==> src/rtl/zcu_base.sv <==
// ============================================================================
//  Module   : zcu_base
//  Brief    : AXI4-Lite register block for the ZCU102 base design (LEDs,
//             switch/button/UART-RX sampling, input-activity IRQ, aux reset).
//  Revision : 1.0 - initial release
// ============================================================================
`default_nettype none

module zcu_base #(
    parameter int P_ADDR_WIDTH = 8,
    parameter int P_DATA_WIDTH = 32,
    parameter int P_NUM_LED    = 8,
    parameter int P_NUM_SWITCH = 8,
    parameter int P_NUM_BUTTON = 5
) (
    input  logic                      ACLK,
    input  logic                      ARESET,
    input  logic                      s_awvalid,
    output logic                      s_awready,
    input  logic [P_ADDR_WIDTH-1:0]   s_awaddr,
    input  logic [2:0]                s_awprot,
    input  logic                      s_wvalid,
    output logic                      s_wready,
    input  logic [P_DATA_WIDTH-1:0]   s_wdata,
    input  logic [P_DATA_WIDTH/8-1:0] s_wstrb,
    output logic                      s_bvalid,
    input  logic                      s_bready,
    output logic [1:0]                s_bresp,
    input  logic                      s_arvalid,
    output logic                      s_arready,
    input  logic [P_ADDR_WIDTH-1:0]   s_araddr,
    input  logic [2:0]                s_arprot,
    output logic                      s_rvalid,
    input  logic                      s_rready,
    output logic [P_DATA_WIDTH-1:0]   s_rdata,
    output logic [1:0]                s_rresp,
    output logic                      irq,
    output logic [P_NUM_LED-1:0]      leds,
    input  logic [P_NUM_SWITCH-1:0]   switches,
    input  logic [P_NUM_BUTTON-1:0]   buttons,
    input  logic                      uart_rxd,
    output logic                      uart_txd,
    output logic                      aux_resetn
);

    localparam int c_num_in = P_NUM_SWITCH + P_NUM_BUTTON + 1;

    localparam logic [2:0] c_idx_led     = 3'd0;
    localparam logic [2:0] c_idx_irq_en  = 3'd1;
    localparam logic [2:0] c_idx_irq_st  = 3'd2;
    localparam logic [2:0] c_idx_misc    = 3'd3;
    localparam logic [2:0] c_idx_inputs  = 3'd4;
    localparam logic [2:0] c_idx_scratch = 3'd5;
    localparam logic [2:0] c_idx_id      = 3'd6;

    localparam logic [P_DATA_WIDTH-1:0] c_id_value = P_DATA_WIDTH'(32'hBA5E_0001);

    // Handshake / response state
    logic                    r_wr_ready_q, w_wr_ready_d;
    logic                    r_bvalid_q,   w_bvalid_d;
    logic                    r_arready_q,  w_arready_d;
    logic                    r_rvalid_q,   w_rvalid_d;
    logic [P_DATA_WIDTH-1:0] r_rdata_q,    w_rdata_d;

    // Register file
    logic [P_NUM_LED-1:0]    r_led_q,      w_led_d;
    logic [1:0]              r_irq_en_q,   w_irq_en_d;
    logic [1:0]              r_irq_stat_q, w_irq_stat_d;
    logic [2:0]              r_misc_q,     w_misc_d;
    logic [P_DATA_WIDTH-1:0] r_scratch_q,  w_scratch_d;
    logic                    r_irq_q,      w_irq_d;
    logic                    r_aux_resetn_q, w_aux_resetn_d;

    // Input synchronizers plus previous-value copies for edge detection
    logic [P_NUM_SWITCH-1:0] r_sw_s1_q,  r_sw_s2_q,  r_sw_prev_q;
    logic [P_NUM_BUTTON-1:0] r_btn_s1_q, r_btn_s2_q, r_btn_prev_q;
    logic                    r_rxd_s1_q, r_rxd_s2_q;

    logic                    w_wr_fire;
    logic                    w_rd_fire;
    logic [2:0]              w_wr_idx;
    logic [2:0]              w_rd_idx;
    logic [P_DATA_WIDTH-1:0] w_mask;
    logic [P_DATA_WIDTH-1:0] w_keep;
    logic [P_DATA_WIDTH-1:0] w_wdata_m;
    logic [P_DATA_WIDTH-1:0] w_rd_mux;
    logic [1:0]              w_stat_clr;
    logic [1:0]              w_stat_set;
    logic                    w_unused;

    assign w_wr_idx  = s_awaddr[2:0];
    assign w_rd_idx  = s_araddr[2:0];
    assign w_wr_fire = s_awvalid & s_wvalid & ~r_bvalid_q & ~r_wr_ready_q;
    assign w_rd_fire = s_arvalid & ~r_rvalid_q & ~r_arready_q;
    assign w_unused  = ^{s_awprot, s_arprot, s_awaddr, s_araddr};

    always_comb begin
        w_mask = '0;
        for (int b = 0; b < P_DATA_WIDTH/8; b++) begin
            w_mask[b*8 +: 8] = {8{s_wstrb[b]}};
        end
        w_keep    = ~w_mask;
        w_wdata_m = s_wdata & w_mask;
    end

    always_comb begin
        w_rd_mux = '0;
        case (w_rd_idx)
            c_idx_led:     w_rd_mux[P_NUM_LED-1:0] = r_led_q;
            c_idx_irq_en:  w_rd_mux[1:0]           = r_irq_en_q;
            c_idx_irq_st:  w_rd_mux[1:0]           = r_irq_stat_q;
            c_idx_misc:    w_rd_mux[2:0]           = r_misc_q;
            c_idx_inputs:  w_rd_mux[c_num_in-1:0]  = {r_rxd_s2_q, r_btn_s2_q, r_sw_s2_q};
            c_idx_scratch: w_rd_mux                = r_scratch_q;
            c_idx_id:      w_rd_mux                = c_id_value;
            default:       w_rd_mux                = '0;
        endcase
    end

    always_comb begin
        w_wr_ready_d   = w_wr_fire;
        w_bvalid_d     = w_wr_fire | (r_bvalid_q & ~s_bready);
        w_arready_d    = w_rd_fire;
        w_rvalid_d     = w_rd_fire | (r_rvalid_q & ~s_rready);
        w_rdata_d      = w_rd_fire ? w_rd_mux : r_rdata_q;
        w_led_d        = r_led_q;
        w_irq_en_d     = r_irq_en_q;
        w_misc_d       = r_misc_q;
        w_scratch_d    = r_scratch_q;
        w_stat_clr     = '0;

        if (w_wr_fire) begin
            case (w_wr_idx)
                c_idx_led:     w_led_d     = (r_led_q & w_keep[P_NUM_LED-1:0]) | w_wdata_m[P_NUM_LED-1:0];
                c_idx_irq_en:  w_irq_en_d  = (r_irq_en_q & w_keep[1:0]) | w_wdata_m[1:0];
                c_idx_irq_st:  w_stat_clr  = w_wdata_m[1:0];
                c_idx_misc:    w_misc_d    = (r_misc_q & w_keep[2:0]) | w_wdata_m[2:0];
                c_idx_scratch: w_scratch_d = (r_scratch_q & w_keep) | w_wdata_m;
                default:       ;
            endcase
        end

        // New activity overrides a simultaneous W1C of the same bit
        w_stat_set     = {|(r_btn_s2_q & ~r_btn_prev_q), |(r_sw_s2_q ^ r_sw_prev_q)};
        w_irq_stat_d   = (r_irq_stat_q & ~w_stat_clr) | w_stat_set;
        w_irq_d        = |(r_irq_stat_q & r_irq_en_q);
        w_aux_resetn_d = ~r_misc_q[0];
    end

    always_ff @(posedge ACLK) begin
        if (ARESET) begin
            r_wr_ready_q   <= 1'b0;
            r_bvalid_q     <= 1'b0;
            r_arready_q    <= 1'b0;
            r_rvalid_q     <= 1'b0;
            r_rdata_q      <= '0;
            r_led_q        <= '0;
            r_irq_en_q     <= '0;
            r_irq_stat_q   <= '0;
            r_misc_q       <= '0;
            r_scratch_q    <= '0;
            r_irq_q        <= 1'b0;
            r_aux_resetn_q <= 1'b0;
            r_sw_s1_q      <= '0;
            r_sw_s2_q      <= '0;
            r_sw_prev_q    <= '0;
            r_btn_s1_q     <= '0;
            r_btn_s2_q     <= '0;
            r_btn_prev_q   <= '0;
            r_rxd_s1_q     <= 1'b0;
            r_rxd_s2_q     <= 1'b0;
        end else begin
            r_wr_ready_q   <= w_wr_ready_d;
            r_bvalid_q     <= w_bvalid_d;
            r_arready_q    <= w_arready_d;
            r_rvalid_q     <= w_rvalid_d;
            r_rdata_q      <= w_rdata_d;
            r_led_q        <= w_led_d;
            r_irq_en_q     <= w_irq_en_d;
            r_irq_stat_q   <= w_irq_stat_d;
            r_misc_q       <= w_misc_d;
            r_scratch_q    <= w_scratch_d;
            r_irq_q        <= w_irq_d;
            r_aux_resetn_q <= w_aux_resetn_d;
            r_sw_s1_q      <= switches;
            r_sw_s2_q      <= r_sw_s1_q;
            r_sw_prev_q    <= r_sw_s2_q;
            r_btn_s1_q     <= buttons;
            r_btn_s2_q     <= r_btn_s1_q;
            r_btn_prev_q   <= r_btn_s2_q;
            r_rxd_s1_q     <= uart_rxd;
            r_rxd_s2_q     <= r_rxd_s1_q;
        end
    end

    assign s_awready  = r_wr_ready_q;
    assign s_wready   = r_wr_ready_q;
    assign s_bvalid   = r_bvalid_q;
    assign s_bresp    = 2'b00;
    assign s_arready  = r_arready_q;
    assign s_rvalid   = r_rvalid_q;
    assign s_rdata    = r_rdata_q;
    assign s_rresp    = 2'b00;
    assign irq        = r_irq_q;
    assign leds       = r_led_q;
    assign uart_txd   = ~r_misc_q[2];
    assign aux_resetn = r_aux_resetn_q;

endmodule

`default_nettype wire

==> config.mk <==
export PLATFORM = sky130hd
export DESIGN_NAME = zcu_base
export DESIGN_NICKNAME = d
export VERILOG_FILES = /design/src/rtl/zcu_base.sv
export SDC_FILE = /design/constraint.sdc
export NUM_CORES = 1
export LEC_CHECK = 0
export BUFFER_PORTS_ARGS = -buffer_cell sky130_fd_sc_hd__clkbuf_2
export CAP_MARGIN = 20
export CELL_PAD_IN_SITES_DETAIL_PLACEMENT = 0
export CELL_PAD_IN_SITES_GLOBAL_PLACEMENT = 1
export CORE_ASPECT_RATIO = 1.5
export CORE_MARGIN = 2
export CORE_UTILIZATION = 39
export CTS_CLUSTER_SIZE = 25
export DETAILED_ROUTE_END_ITERATION = 10
export PLACE_DENSITY = 0.77
export SYNTH_ARGS = -nofsm -noshare
export SYNTH_HDL_FRONTEND = slang
export SYNTH_SLANG_ARGS = --single-unit
==> constraint.sdc <==
create_clock -name ACLK -period 2.05 [get_ports ACLK]
set_clock_uncertainty 0.15 [all_clocks]
set_input_delay 0.41 -clock ACLK [delete_from_list [all_inputs] [get_ports ACLK]]
set_output_delay 0.41 -clock ACLK [all_outputs]
set_load 0.02 [all_outputs]
# Yosys cells after proc, flatten, opt, wreduce, memory -nomap -nowiden
# Cells that the tools add are included.
[totals] reg_bits=126 in_bits=79 output_inout_bits=52 wordCells=80
[classes] eq_ne=10 muxes=7 bitwise=34 reduce_logical=9
[ops] cell="$and A32 B32 Y32" n=2
[ops] cell="$pmux W18 S2" n=1
[ops] cell="$not A32 Y32" n=1
[ops] cell="$or A32 B32 Y32" n=1
[ops] cell="$pmux W5 S3" n=1
[ops] cell="$pmux W2 S7" n=1
[ops] cell="$eq A3 B2 Y1 const B" n=4
[ops] cell="$eq A3 B3 Y1 const B" n=4
[ops] cell="$pmux W6 S2" n=1
[ops] cell="$and A8 B8 Y8" n=1
[ops] cell="$not A1 Y1" n=8
[ops] cell="$or A8 B8 Y8" n=1
[ops] cell="$reduce_and A2 Y1" n=4
[ops] cell="$reduce_or A8 Y1" n=1
[ops] cell="$xor A8 B8 Y8" n=1
[ops] cell="$and A1 B1 Y1" n=7
[ops] cell="$and A2 B2 Y2" n=3
[ops] cell="$eq A3 B1 Y1 const B" n=2
[ops] cell="$logic_not A3 Y1" n=2
[ops] cell="$and A5 B5 Y5" n=1
[ops] cell="$not A5 Y5" n=1
[ops] cell="$reduce_or A5 Y1" n=1
[ops] cell="$mux W2" n=2
[ops] cell="$or A2 B2 Y2" n=2
[ops] cell="6 further kinds" n=7

# Longest topological paths before layout
[depth] word_depth=7 depth_mapped=7 ltp_nobuf=4

# Worst setup path after synthesis
# Ideal clock, no wire load.
[synth_timing] kind="flip-flop to flip-flop" start="register r_rvalid_q (netlist: s_rvalid)" end="register r_rdata_q[22] (netlist: s_rdata[22])" setup_time_ns=0.128 t_arrival_ns=1.483 required_ns=1.772 setup_slack_ns=0.289 stages_incl_launch_ff=6 path_buffers=2 period_less_slack_ns=1.761 path_cell_list="dfxtp_1 > or3b_1 > buf_6 > buf_2 > a221oi_1 > nor2_1"
[synth_between] elab_chain_len=3
[synth_lines] element="from (decl)" line_no="62" text="logic r_rvalid_q, w_rvalid_d;"
[synth_lines] element="from (signal assigned)" line_no="176" text="r_rvalid_q <= w_rvalid_d;"
[synth_lines] element="$not A1 Y1" line_no="94" text="assign w_rd_fire = s_arvalid & ~r_rvalid_q & ~r_arready_q;"
[synth_lines] element="$and A1 B1 Y1 (2 in series)" line_no="94"
[synth_lines] element="to (signal assigned)" line_no="177" text="r_rdata_q <= w_rdata_d;"
[synth_lines] element="to (decl)" line_no="63" text="logic [P_DATA_WIDTH-1:0] r_rdata_q, w_rdata_d;"
# Every way passes these cells.
# A chain may end at the register's enable or synchronous reset.

# Worst setup path after layout
[layout_timing] start="register r_rvalid_q (netlist: s_rvalid)" end="register r_rdata_q[27] (netlist: s_rdata[27])"
# The elaborated chain is that of the path after synthesis.

==> metrics.txt <==
ANT cells=0; Hold Vio Cnt, Final=0; DR vias=3546; Syn Inst Count=445; Syn-to-layout area delta=28.0%; f_max=548 MHz; post-DR wirelength/cell=14.7 microns; worst path cell trace=or3b_1, buf_12, nor3_4, a221oi_1, nor2_1; Tot GR Track Use=17.3%; Crit-path slowest cell=nor3_4; arrival time of the worst setup path=2020 ps; switching power=1380 uW; clock slew at reported path FFs=60 ps; Final Critical Period=1830 ps; Detail Route Antenna Nets=0; Synth Area in Simple Gates=20.3%; pwr/cell area=968 nW/um^2; hold buffer count at CTS=0; PortBufs=110; static leakage=0.00279 uW; # fillers=1094; layout cells sized above 1=29.7%; Slew headroom=51.1%; commonest non-fill, non-tap cells in the layout=126 x dfxtp_1, 109 x clkbuf_2, 78 x nor2_1, 54 x mux2i_1, 46 x nor2b_1; most common cell after layout, fill and taps aside=dfxtp_1; Synth Area in Compound Gates=7.86%; DP Area=5380 sq um; IO Count=131; max-slew violation count=0; internal power=4380 uW; Most used DFF post-synth=dfxtp_1; largest family of logic cells by synthesized area=simple AND/OR/NAND/NOR gates; initial antenna violation count=0; Sw Ratio=24.0%; sequential power share=44.1%; CTS tree=yes; Max Root-Sink Buffers=2; Num CTS Buffers=17; Yosys reg bits=126; post-synthesis sequential area ratio=54.3%; Final setup viols=0; Logic pwr share=6.2%; Die X=93.1 microns; Final WS setup=225 ps; drt pass-1 iters=4; Adder-Cell Fraction of Synth Area=0%; hpwl dp=7640 microns; Hold WC Path Type=in -> reg; Die Ht=138 microns; GPL Wtd Cong=0.798; CTS Root Cell=clkbuf_16; first-pass GRT wire length=16700 microns; GRT overflow=0; mean post-synth cell area=10.4 sq um; post-synthesis async set-or-reset flop share=0%; CTS H-tree lvls=4; total length of routed wires=10600 microns; count of different cell masters after synthesis=42; setup slack at placement=47.7 ps; worst-case vdd ir drop=0.552 mV; Initial Util=40.1%; outcome=finished, final reports clean; Slew @ Worst Pin=733 ps; FP Rows=48; TNS Setup=0 ps; remaining routing DRC violations=0; First DRT Iteration DRCs=126; Post-Synth XOR/XNOR Area=1.51%; Ys Warns=0; clock sink count=126; number of synthesized flops with an enable pin=0; largest net degree at the start of global routing=57; max incr delay on CP=430 ps; critical path class=reg -> reg; post-synthesis mux area share=12.1%; Worst EP required=2250 ps; Final period util=89.0%; Critical Path End Type=flop; core area=11600 sq um; Post-Syn Area=4650 sq um; vias in the first global route=3437; Clock power frac=49.6%; Post-CTS Setup Inserts=0; post-route cell area=5950 sq um; RSZ-0062 raised after global routing=no; Clk Latency, worst-skew pair=420 ps; crit-path max FO=30; die area=12800 sq um; DR vias/cell=4.90; post-cts sizing count=0; Setup crit start kind=flop; final net count=639; Max Cap Viol=0
routing by layer:
metal  global-route usage (%)  part of all wire (%)  vias to the layer above
met2                     29.6                    51                       96
met5                        0                     0                        -
met3                     5.47                   5.3                       18
met4                     9.23                   2.6                        0
met1                     19.2                    41                     1676
li1                         -                     -                     1756
cells by family after synthesis:
| family | count (synthesis) |
|---|---|
| XOR/XNOR | 8 |
| AO/OA/AOI/OAI | 47 |
| buffers and inverters | 37 |
| flip-flops | 126 |
| other | 1 |
| multiplexers | 55 |
| AND/OR/NAND/NOR | 171 |
layout make-up:
| cell class | count | area [sq um] | area share, % |
|---|---|---|---|
| timing repair buffer | 125 | 691 | 11.6 |
| inverter | 5 | 18.8 | 0.315 |
| clock buffer | 18 | 439 | 7.38 |
| clock inverter | 14 | 135 | 2.27 |
| sequential | 126 | 2520 | 42.4 |
| tap | 150 | 188 | 3.15 |
| multi-input combinational | 285 | 1960 | 32.9 |
final timing paths:
kind / from / to / slack, ps / cells after the start
min: switches[5] / r_sw_s1_q[5] / 50 / 2
max: s_rvalid / s_rdata[27] / 220 / 5
min reg2reg: r_btn_s1_q[2] / r_btn_s2_q[2] / 280 / 1
max reg2reg: s_rvalid / s_rdata[27] / 220 / 5
power by group through the flow:
stage	Combinational (uW)	Sequential (uW)	Clock [uW]
after floorplan	203	2610	0
after global placement	356	2600	0
after detailed placement	361	2600	0
after CTS	362	2540	2920
after global routing	395	2550	3040
final	358	2540	2860
critical path, delay by kind of cell, from the launching register on:
family                 cells  cell delay [ps]
buffers and inverters      1              190
DFF                        1              330
AOI/OAI and AO/OA          1              100
and+or+nand+nor            3              970
cells in the mapped netlist (3+ instances only):
library cell  number  area share [%]
a21oi_1            3            0.32
a221oi_1          10             1.9
a22oi_1           20             3.2
buf_2             10             1.1
buf_4              6            0.97
clkbuf_1          14             1.1
dfxtp_1          126              54
inv_1              5            0.40
mux2i_1           54              12
nand2_1           16             1.3
nand2b_1           6            0.81
nand4_2            4             1.1
nor2_1            78             6.3
nor2b_1           46             6.2
nor3_1             3            0.32
o2bb2ai_1          7             1.3
xor2_1             8             1.5
metrics by stage:
step	std cells	hold slack (ps)	util, %	power [uW]
2_1_floorplan	448	262	-	2810
3_3_place_gp	691	270	46.4	2950
3_5_place_dp	691	275	46.4	2960
4_1_cts	723	40.8	51.3	5830
5_1_grt	723	44.2	51.3	5980
6_report	723	50.2	51.3	5760
(Power assumes the default switching activity.)
